$ cat src/rtl/ptg_intr_ctrl.sv
// Interrupt controller between the PTG interrupt generator and the CPU: edge-detected
// sticky W1C status with overflow, per-source enables, and a fixed-priority request/ack FSM.
module ptg_intr_ctrl #(
  parameter int HOLDOFF = 4,
  parameter int HW      = 4
) (
  input  logic       s_clk,
  input  logic       rst_n,
  input  logic       src_page_finish,
  input  logic       src_err_pkt_type,
  input  logic       src_err_img_type,
  input  logic       src_err_page_size,
  input  logic [3:0] reg_intr_en,
  input  logic       reg_clr_wr,
  input  logic [3:0] reg_clr_data,
  input  logic       cpu_ack,
  output logic       intr_req,
  output logic [1:0] intr_id,
  output logic [3:0] intr_status,
  output logic [3:0] intr_ovf,
  output logic       intr_busy
);

  typedef enum logic [1:0] {IDLE, REQ, WAIT_CLR, GAP} state_t;

  // A HOLDOFF of 0 behaves like 1, so the gap always lasts at least one cycle.
  localparam int              GapLoadInt = (HOLDOFF > 1) ? (HOLDOFF - 1) : 0;
  localparam logic [HW-1:0]   GapLoad    = GapLoadInt[HW-1:0];

  state_t        state_q, state_d;
  logic [1:0]    id_q, id_d;
  logic [HW-1:0] cnt_q, cnt_d;
  logic          req_q, req_d;
  logic [3:0]    src_q;
  logic [3:0]    status_q, status_d;
  logic [3:0]    ovf_q, ovf_d;

  logic [3:0] srcVec;
  logic [3:0] evt;
  logic [3:0] clr;
  logic [3:0] evtClr;
  logic [3:0] pend;
  logic [1:0] prioId;

  assign srcVec = {src_err_page_size, src_err_img_type, src_err_pkt_type, src_page_finish};
  assign evt    = srcVec & ~src_q;
  assign clr    = reg_clr_wr ? reg_clr_data : 4'b0000;
  assign evtClr = evt & clr;
  assign pend   = status_q & reg_intr_en;

  // A new event always wins over a coincident clear; in that case overflow keeps its value.
  assign status_d = evt | (status_q & ~clr);
  assign ovf_d    = (evtClr & ovf_q)
                  | (~clr & evt & (ovf_q | status_q))
                  | (~evt & ovf_q & ~clr);

  always_comb begin
    prioId = 2'd0;
    for (int i = 0; i < 4; i++) begin
      if (pend[i]) prioId = i[1:0];
    end
  end

  always_comb begin
    state_d = state_q;
    id_d    = id_q;
    cnt_d   = cnt_q;
    case (state_q)
      IDLE: begin
        if (|pend) begin
          id_d    = prioId;
          state_d = REQ;
        end
      end
      REQ: begin
        // Ack takes precedence over a retraction seen in the same cycle.
        if (cpu_ack) begin
          state_d = WAIT_CLR;
        end else if (!status_q[id_q] || !reg_intr_en[id_q]) begin
          state_d = GAP;
          cnt_d   = GapLoad;
        end
      end
      WAIT_CLR: begin
        if (!status_q[id_q]) begin
          state_d = GAP;
          cnt_d   = GapLoad;
        end
      end
      GAP: begin
        if (cnt_q == '0) begin
          state_d = IDLE;
        end else begin
          cnt_d = cnt_q - 1'b1;
        end
      end
      default: state_d = IDLE;
    endcase
    req_d = (state_d == REQ);
  end

  always_ff @(posedge s_clk) begin
    if (!rst_n) begin
      state_q  <= IDLE;
      id_q     <= 2'd0;
      cnt_q    <= '0;
      req_q    <= 1'b0;
      src_q    <= 4'b0000;
      status_q <= 4'b0000;
      ovf_q    <= 4'b0000;
    end else begin
      state_q  <= state_d;
      id_q     <= id_d;
      cnt_q    <= cnt_d;
      req_q    <= req_d;
      src_q    <= srcVec;
      status_q <= status_d;
      ovf_q    <= ovf_d;
    end
  end

  assign intr_req    = req_q;
  assign intr_id     = id_q;
  assign intr_status = status_q;
  assign intr_ovf    = ovf_q;
  assign intr_busy   = (state_q != IDLE);

endmodule

$ cat config.mk
export PLATFORM = sky130hd
export DESIGN_NAME = ptg_intr_ctrl
export DESIGN_NICKNAME = d
export VERILOG_FILES = /design/src/rtl/ptg_intr_ctrl.sv
export SDC_FILE = /design/constraint.sdc
export NUM_CORES = 1
export LEC_CHECK = 0
export ABC_CLOCK_PERIOD_IN_PS = 1500
export CAP_MARGIN = 20
export CELL_PAD_IN_SITES_DETAIL_PLACEMENT = 1
export CELL_PAD_IN_SITES_GLOBAL_PLACEMENT = 1
export CORE_AREA = 2 2 61 63
export CTS_CLUSTER_SIZE = 12
export DETAILED_ROUTE_END_ITERATION = 8
export DIE_AREA = 0 0 63 65
export PLACE_DENSITY = 0.84
export SLEW_MARGIN = 5
export SYNTH_ARGS = -nofsm -noshare
export SYNTH_HDL_FRONTEND = slang
export SYNTH_SLANG_ARGS = --single-unit
$ cat constraint.sdc
create_clock -name s_clk -period 1.5 [get_ports s_clk]
set_clock_uncertainty 0.15 [all_clocks]
set_input_delay 0.3 -clock s_clk [delete_from_list [all_inputs] [get_ports s_clk]]
set_output_delay 0.3 -clock s_clk [all_outputs]
set_load 0.02 [all_outputs]
### Yosys cells after proc, flatten, opt, wreduce, memory -nomap -nowiden

Cells that the tools add are included.

* flip-flop bits (word level): 21
* output and inout bits: 12
* bits of input ports: 16

* mux-type cells: 19
* reduce and logical (&&, ||, !) cells: 10
* bitwise gates (word level): 16
* eq/ne operators: 8
* add/sub/neg operators: 1
* $lt $le $gt $ge: 1

Operator list (number)
* $and 4x4->4: 9
* $mux 4: 5
* $or 4x4->4: 4
* $mux 2: 7
* $not 4->4: 3
* $pmux 4 s3: 1
* $ne 2x2->1 const B: 4
* $pmux 2 s4: 1
* $reduce_and 5->1: 1
* $bmux 1 s2: 2
* $eq 2x1->1 const B: 2
* $eq 2x2->1 const B: 2
* $logic_not 4->1: 1
* $reduce_or 4->1: 1
* $sub 4x1->4 const B: 1
* $lt 2x3->1 const B: 1
* $mux 1: 3
* $reduce_bool 3->1: 1
* $logic_not 1->1: 2
* $logic_not 2->1: 1
* $reduce_and 2->1: 1
* $reduce_bool 2->1: 1
* $logic_or 1x1->1: 1

### Depth between registers and ports, before layout

Gate-level depths: netlist of run 1.

* word-level depth: 8
* depth in mapped cells: 6
* gate-level depth less buffers: 6

### Worst setup path after synthesis of run 1

Ideal clock, no wire load.

* path type: flip-flop to flip-flop
* start point: register cnt_q[0]
* end point: register cnt_q[0]
* path slack: -0.040 ns
* required time: 1.234 ns
* path buffers: 0
* period minus slack after synthesis: 1.540 ns
* arrival: 1.273 ns
* stages on the path, launching flop included: 7
* cell sequence: dfxtp_1 > inv_1 > ha_1 > nor3b_1 > a21bo_2 > o22ai_2 > o211a_1

* word-level cells in the longest chain between the ends: 3

RTL lines
* start, declared: line 32 `logic [HW-1:0] cnt_q, cnt_d;`
* start signal, assigned: line 114 `cnt_q <= cnt_d;`
* $sub 4x1->4 or $logic_not 4->1 (tied branches): line 94, 91
* $mux 4 or $ne 2x2->1 (tied branches)
* $pmux 4 s3 or $reduce_and 5->1 (tied branches)

Parallel ways exist; a longest one is shown, timed or not. The select of a mux whose other input is x is not followed.
A chain may end at the register's enable or synchronous reset.

### Worst setup path in the final report of run 1

* start point: register state_q[0]
* end point: register cnt_q[1]

* word-level cells in the longest chain between the ends: 3

RTL lines
* start, declared: line 30 `state_t state_q, state_d;`
* start signal, assigned: line 112 `state_q <= state_d;`
* $eq 2x2->1 or $eq 2x1->1 (tied branches): line 68 `case (state_q)`
* $ne 2x2->1 (no line) or $reduce_bool 3->1 (tied branches)
* $reduce_and 5->1 (no line)

Parallel ways exist; a longest one is shown, timed or not.

==> impl_metrics.tcl, run 1 <==
set metrics [dict create \
    met1_length_um 1197 \
    cts_sinks 21 \
    grt-ovfl-total 0 \
    worstReg2RegEnd "cnt_q[1]" \
    synth_common_cells "dfxtp_1, nand2_1, a21oi_1, nor2b_1, nor2_1" \
    drt-pass1-iter-count 4 \
    placementRows 22 \
    crit_fanout 7 \
    relSlewSlack 0.8584 \
    switching_share 0.3368 \
    post-place-ws_ns -0.2843 \
    cp.required_ns 1.56 \
    floorplan.initialDensity 0.2913 \
    final_nets 179 \
    end_kind "flip-flop" \
    synth_nets 134 \
    status "finished with violations" \
    yosysUniqueCellTypes 36 \
    yosysTopAreaCell "dfxtp_1" \
    cts_tree "built" \
    synth_top_area_share 0.4128 \
    p_comb_frac 0.417 \
    finalPower_mw 1.632 \
    hold_viol 0 \
    tns_ns -0.1467 \
    cts_buffer_depth 2 \
    worst_pin_slew_ns 0.2065 \
    detail-route-antenna-nets 0 \
    fin_ws_ns -0.05189 \
    via_count 1041 \
    setup_viol 4 \
    top_layer "met4" \
    internal_power_mw 1.083 \
    die_x_um 63 \
    track_usage 0.1659 \
    wl_met2_um 1786 \
    seqPwrFrac 0.410 \
    hold_path_class "flip-flop to flip-flop" \
    drv_cap 0 \
    cts_root_buffer "clkbuf_4" \
    dp.cells 202 \
    cts-hold-fix-buffers 0 \
    fin_cells 209 \
    synth-edff-count 0 \
    ys.flop_type "dfxtp_1" \
    min_path_cells 2 \
    yosysWarnings 0 \
    synth_most_common_cell "dfxtp_1" \
    die-area_mm2 0.004095 \
    clkLatencyLatePin_ns 0.31 \
    synthArstFlopShare 0 \
    syn_inst 117 \
    rr_startpoint "state_q[0]" \
    antenna_found_initial 0 \
    area_growth_pct 53.44 \
    rsz0062_at_grt "true" \
    min-delay-start "intr_ovf[2]" \
    irDropWorstVdd_v 0.0006463 \
    via_per_inst 4.981 \
    wl_met3_um 91 \
    wl_per_cell_um 15.18 \
    powerDensity_mw_per_mm2 1044 \
    min_to "intr_ovf[2]" \
    fin_crit_sh 1.035 \
    r2r_slack_ns -0.05 \
    finalCriticalPeriod_ns 1.552 \
    drtIter0Drc 17 \
    power_switching_mw 0.5497 \
    drive_above_1_share 0.3043 \
    cts_buffers 3 \
    p_leak_nw 0.6620 \
    portBuffers 27 \
    cp-start-kind "flip-flop" \
    arrival_ns 1.61 \
    fmax_mhz 644.4 \
    clk_pin_slew_ns 0.13 \
    ys_seq_area_frac 0.4128 \
    crit_type "flip-flop to flip-flop" \
    clkPwrFrac 0.173 \
    drc 0 \
    fillers 412 \
    fp.dieH_um 65 \
    synthTopCellsByArea "dfxtp_1, nand2_1, nor2b_1" \
    coreArea_mm2 0.003496 \
    grt_pass1_vias 1155 \
    ios 28 \
    violations "negative setup slack" \
    startpoint "state_q[0]" \
    syn_area_per_cell_um2 8.705 \
    drv_slew 0 \
    whs_ns 0.3549 \
    grt_max_degree 22 \
    reg2reg_depth 5 \
    place.gp.congestion 0.8356 \
    hpwl_um 2352 \
    synth_seq_cells 21 \
    grt_pass1_wl_um 5333 \
    routed_wl_um 3172 \
    htreeDepth 1 \
    synthesis.area_mm2 0.001018 \
    num_antenna_cells 0 \
]
==> kinds of logic (layout without fill, tap and decap cells) <==
group / count (synthesis) / in the layout / synth area share
compound gates: 35 / 35 / 0.2494
fa+ha+maj: 1 / 1 / 0.01228
buf+inv: 7 / 51 / 0.03685
flops: 21 / 21 / 0.4128
mux: 2 / 2 / 0.01966
simple gates: 51 / 51 / 0.2690
==> through the flow <==
step | utilization | area, um^2
floorplan | - | 1027
global placement | 0.4134 | 1445
detailed placement | 0.4134 | 1445
CTS | 0.4367 | 1526
global route | 0.4470 | 1563
finish | 0.4470 | 1563
==> metal layers <==
layer,global-route usage,vias up
met5,0,-
met2,0.3218,23
met4,0.06944,0
met1,0.1690,507
li1,-,501
met3,0.03819,10
==> worst max-delay path: stages, from the launching register on <==
cell and delay, ns:
dfxtp_1 0.33, buf_4 0.15, or2_2 0.28, o22ai_2 0.19, o22ai_4 0.13, o211a_1 0.22
==> final cells by class <==
| cell class | count | area, um^2 | share of cell area |
|---|---|---|---|
| multi-input combinational | 89 | 629.4 | 0.4027 |
| sequential | 21 | 431.7 | 0.2762 |
| timing repair buffer | 43 | 396.6 | 0.2538 |
| tap | 48 | 60.06 | 0.03843 |
| clock buffer | 3 | 22.52 | 0.01441 |
| inverter | 4 | 15.01 | 0.009608 |
| clock inverter | 1 | 7.507 | 0.004804 |
==> cells in the final DEF (no fill, tap or decap), types with 4 or more instances in the layout <==
cell type	n
a21boi_0	5
a21o_1	4
a21oi_1	6
and2_1	5
buf_4	14
clkdlybuf4s15_1	4
clkdlybuf4s50_1	15
dfxtp_1	14
dfxtp_2	6
nand2_1	19
nor2_1	6
nor2b_1	8
==> worst max path at each step <==
stage	endpoint	slack, ns	depth (start not counted)
after detailed placement	state_q[0]	-0.28	5
after global placement	state_q[0]	-0.20	5
final	cnt_q[1]	-0.05	5
after global routing	cnt_q[1]	-0.11	6
after CTS	cnt_q[1]	-0.07	6
after floorplan	cnt_q[0]	0.02	6
==> sequential cells by signal, indices dropped and copies added, names as in the netlist <==
name	count
src_q	4
intr_id	2
intr_ovf	4
intr_status	4
intr_req	1
state_q	2
cnt_q	4
==> repair_timing <==
| item | 4_1_cts | 5_1_grt |
|---|---|---|
| pin swaps | 5 | 4 |
| setup endpoints to repair | 17 | 16 |
| setup buffers | 2 | 1 |
| endpoints found under the hold margin | 0 | 0 |
| gates resized for setup | 33 | 18 |
==> power groups by stage <==
| stage | logic (mW) | registers (mW) | clock network (mW) |
|---|---|---|---|
| global route | 0.749 | 0.678 | 0.320 |
| floorplan | 0.278 | 0.713 | 0 |
| finish | 0.681 | 0.670 | 0.282 |
| detailed placement | 0.586 | 0.674 | 0 |
| CTS | 0.632 | 0.668 | 0.292 |
| global placement | 0.550 | 0.668 | 0 |
Note: power is estimated with default switching activity, not from simulation.
==> run 2: changes to the inputs <==
--- a/config.mk
+++ b/config.mk
@@ -9,10 +9,10 @@
 export CAP_MARGIN = 20
 export CELL_PAD_IN_SITES_DETAIL_PLACEMENT = 1
 export CELL_PAD_IN_SITES_GLOBAL_PLACEMENT = 1
-export CORE_AREA = 2 2 61 63
+export CORE_AREA = 2 2 58 66
 export CTS_CLUSTER_SIZE = 12
 export DETAILED_ROUTE_END_ITERATION = 8
-export DIE_AREA = 0 0 63 65
+export DIE_AREA = 0 0 60 68
 export PLACE_DENSITY = 0.84
 export SLEW_MARGIN = 5
 export SYNTH_ARGS = -nofsm -noshare
==> impl_metrics.tcl, run 2 (same netlist as run 1, synthesis figures left out) <==
set metrics [dict create \
    hold_viol 0 \
    floorplan.initialDensity 0.2925 \
    hpwl_um 2368 \
    drv_cap 0 \
    setup_viol 1 \
    wl_per_cell_um 14.22 \
    drv_slew 0 \
    cp.required_ns 1.05 \
    most-common-layout-cells "nand2_1, dfxtp_1, clkdlybuf4s50_1, buf_4, dlygate4sd2_1" \
    slowest_stage "dfxtp_1" \
    cts_buffers 3 \
    rsz0062_at_grt "true" \
    fin_crit_sh 1.000 \
    crit_type "flip-flop to output pin" \
    r2r_slack_ns -0.0006 \
    irDropWorstVdd_v 0.0006612 \
    cts_sinks 21 \
    via_count 991 \
    final_cell_area_mm2 0.001584 \
    end_kind "output pin" \
    place.gp.congestion 0.8479 \
    portBuffers 27 \
    detail-route-antenna-nets 0 \
    drtIter0Drc 10 \
    drc 0 \
    via_per_inst 4.719 \
    die-area_mm2 0.004080 \
    relSlewSlack 0.8343 \
    num_antenna_cells 0 \
    track_usage 0.1573 \
    crit_fanout 2 \
    cts_buffer_depth 2 \
    grt_pass1_wl_um 4767 \
    fmax_mhz 666.4 \
    min_path_cells 2 \
    htreeDepth 1 \
    arrival_ns 1.05 \
    placementRows 23 \
    layout.area.seq_um2 432.9 \
    clk_pin_slew_ns 0.08 \
    p_leak_nw 0.6927 \
    hold_path_class "flip-flop to flip-flop" \
    fp.dieH_um 68 \
    die_x_um 60 \
    drive_above_1_share 0.2813 \
    status "finished with violations" \
    drt-pass1-iter-count 3 \
    dpl_cell_area_mm2 0.001448 \
    grt-ovfl-total 0 \
    finalCriticalPeriod_ns 1.501 \
    cp-start-kind "flip-flop" \
    powerDensity_mw_per_mm2 1091 \
    antenna_found_initial 0 \
    reg2reg_depth 6 \
    cts_tree "built" \
    clkLatencyLatePin_ns 0.26 \
    whs_ns 0.3337 \
    worstPathCellList "or2_2 -> buf_2" \
    grt_max_degree 22 \
    worst_pin_slew_ns 0.2474 \
    violations "negative setup slack" \
    routed_wl_um 2987 \
    slowest_delay_ns 0.32 \
    cts_root_buffer "clkbuf_8" \
    final_nets 178 \
    grt_pass1_vias 1055 \
    coreArea_mm2 0.003482 \
    cts-hold-fix-buffers 0 \
    ios 28 \
    post-place-ws_ns -0.2992 \
    fillers 406 \
    fin_ws_ns -0.0006114 \
    multi_input_area_um2 646.9 \
    area_growth_pct 55.53 \
    layout.cells.most_common "nand2_1" \
]
-- run 2: changes by cell type in the layout (fill, tap and decap cells not counted), moves of 2 or more --
cell / previous run / this run
dlygate4sd2_1: 3 / 9
mux2i_1: 2 / 0
a21oi_2: 2 / 0
buf_6: 2 / 0
clkbuf_4: 3 / 0
a21oi_1: 6 / 8
clkbuf_8: 0 / 3
dfxtp_2: 6 / 4
clkdlybuf4s15_1: 4 / 0
-- run 2: where the power goes --
part,total (mW),switching (mW),internal [mW]
Combinational,0.669,0.320,0.349
Clock,0.385,0.197,0.188
Sequential,0.674,0.0501,0.624
-- run 2: timing repair --
item,in CTS,in global routing
pin swaps,5,1
endpoints found under the setup margin,18,11
gates cloned,0,0
resized for setup,33,10
setup buffers,2,0
-- run 2: per-layer routing --
metal / global-route usage / share of wire / routed length, um
met1: 0.1568 / 0.40 / 1183
met2: 0.3220 / 0.58 / 1746
met3: 0.03592 / 0.015 / 46
met4: 0.03056 / 0.0033 / 10
met5: 0 / 0 / 0
-- run 2: worst max-delay path: cells and delay by family, from the launching register on --
kind                   cells  cell delay [ns]
buffers and inverters      1             0.17
flip-flops                 1             0.32
AND/OR/NAND/NOR            1             0.31
-- run 2: metrics by stage --
stage	total power, mW	TNS (ns)	instances	utilization
2_1_floorplan	0.9908	0	117	-
3_3_place_gp	1.225	-1.341	204	0.4157
3_5_place_dp	1.278	-2.307	204	0.4157
4_1_cts	1.730	-0.01428	210	0.4474
5_1_grt	1.822	-0.1917	210	0.4549
6_report	1.728	-0.0006114	210	0.4549
-- run 2: final cells by class --
type	instances	share of cell area
inverter	4	0.009479
sequential	21	0.2733
timing repair buffer	42	0.2385
tap	50	0.03949
clock inverter	1	0.004739
multi-input combinational	89	0.4084
clock buffer	3	0.02607
-- run 2: path summary, 6_finish.rpt --
| kind | startpoint | endpoint |
|---|---|---|
| worst min register to register | intr_ovf[3] | intr_ovf[3] |
| worst min-delay path | intr_ovf[3] | intr_ovf[3] |
| worst max-delay path | state_q[1] | intr_busy |
| worst max register to register | cnt_q[0] | cnt_q[0] |
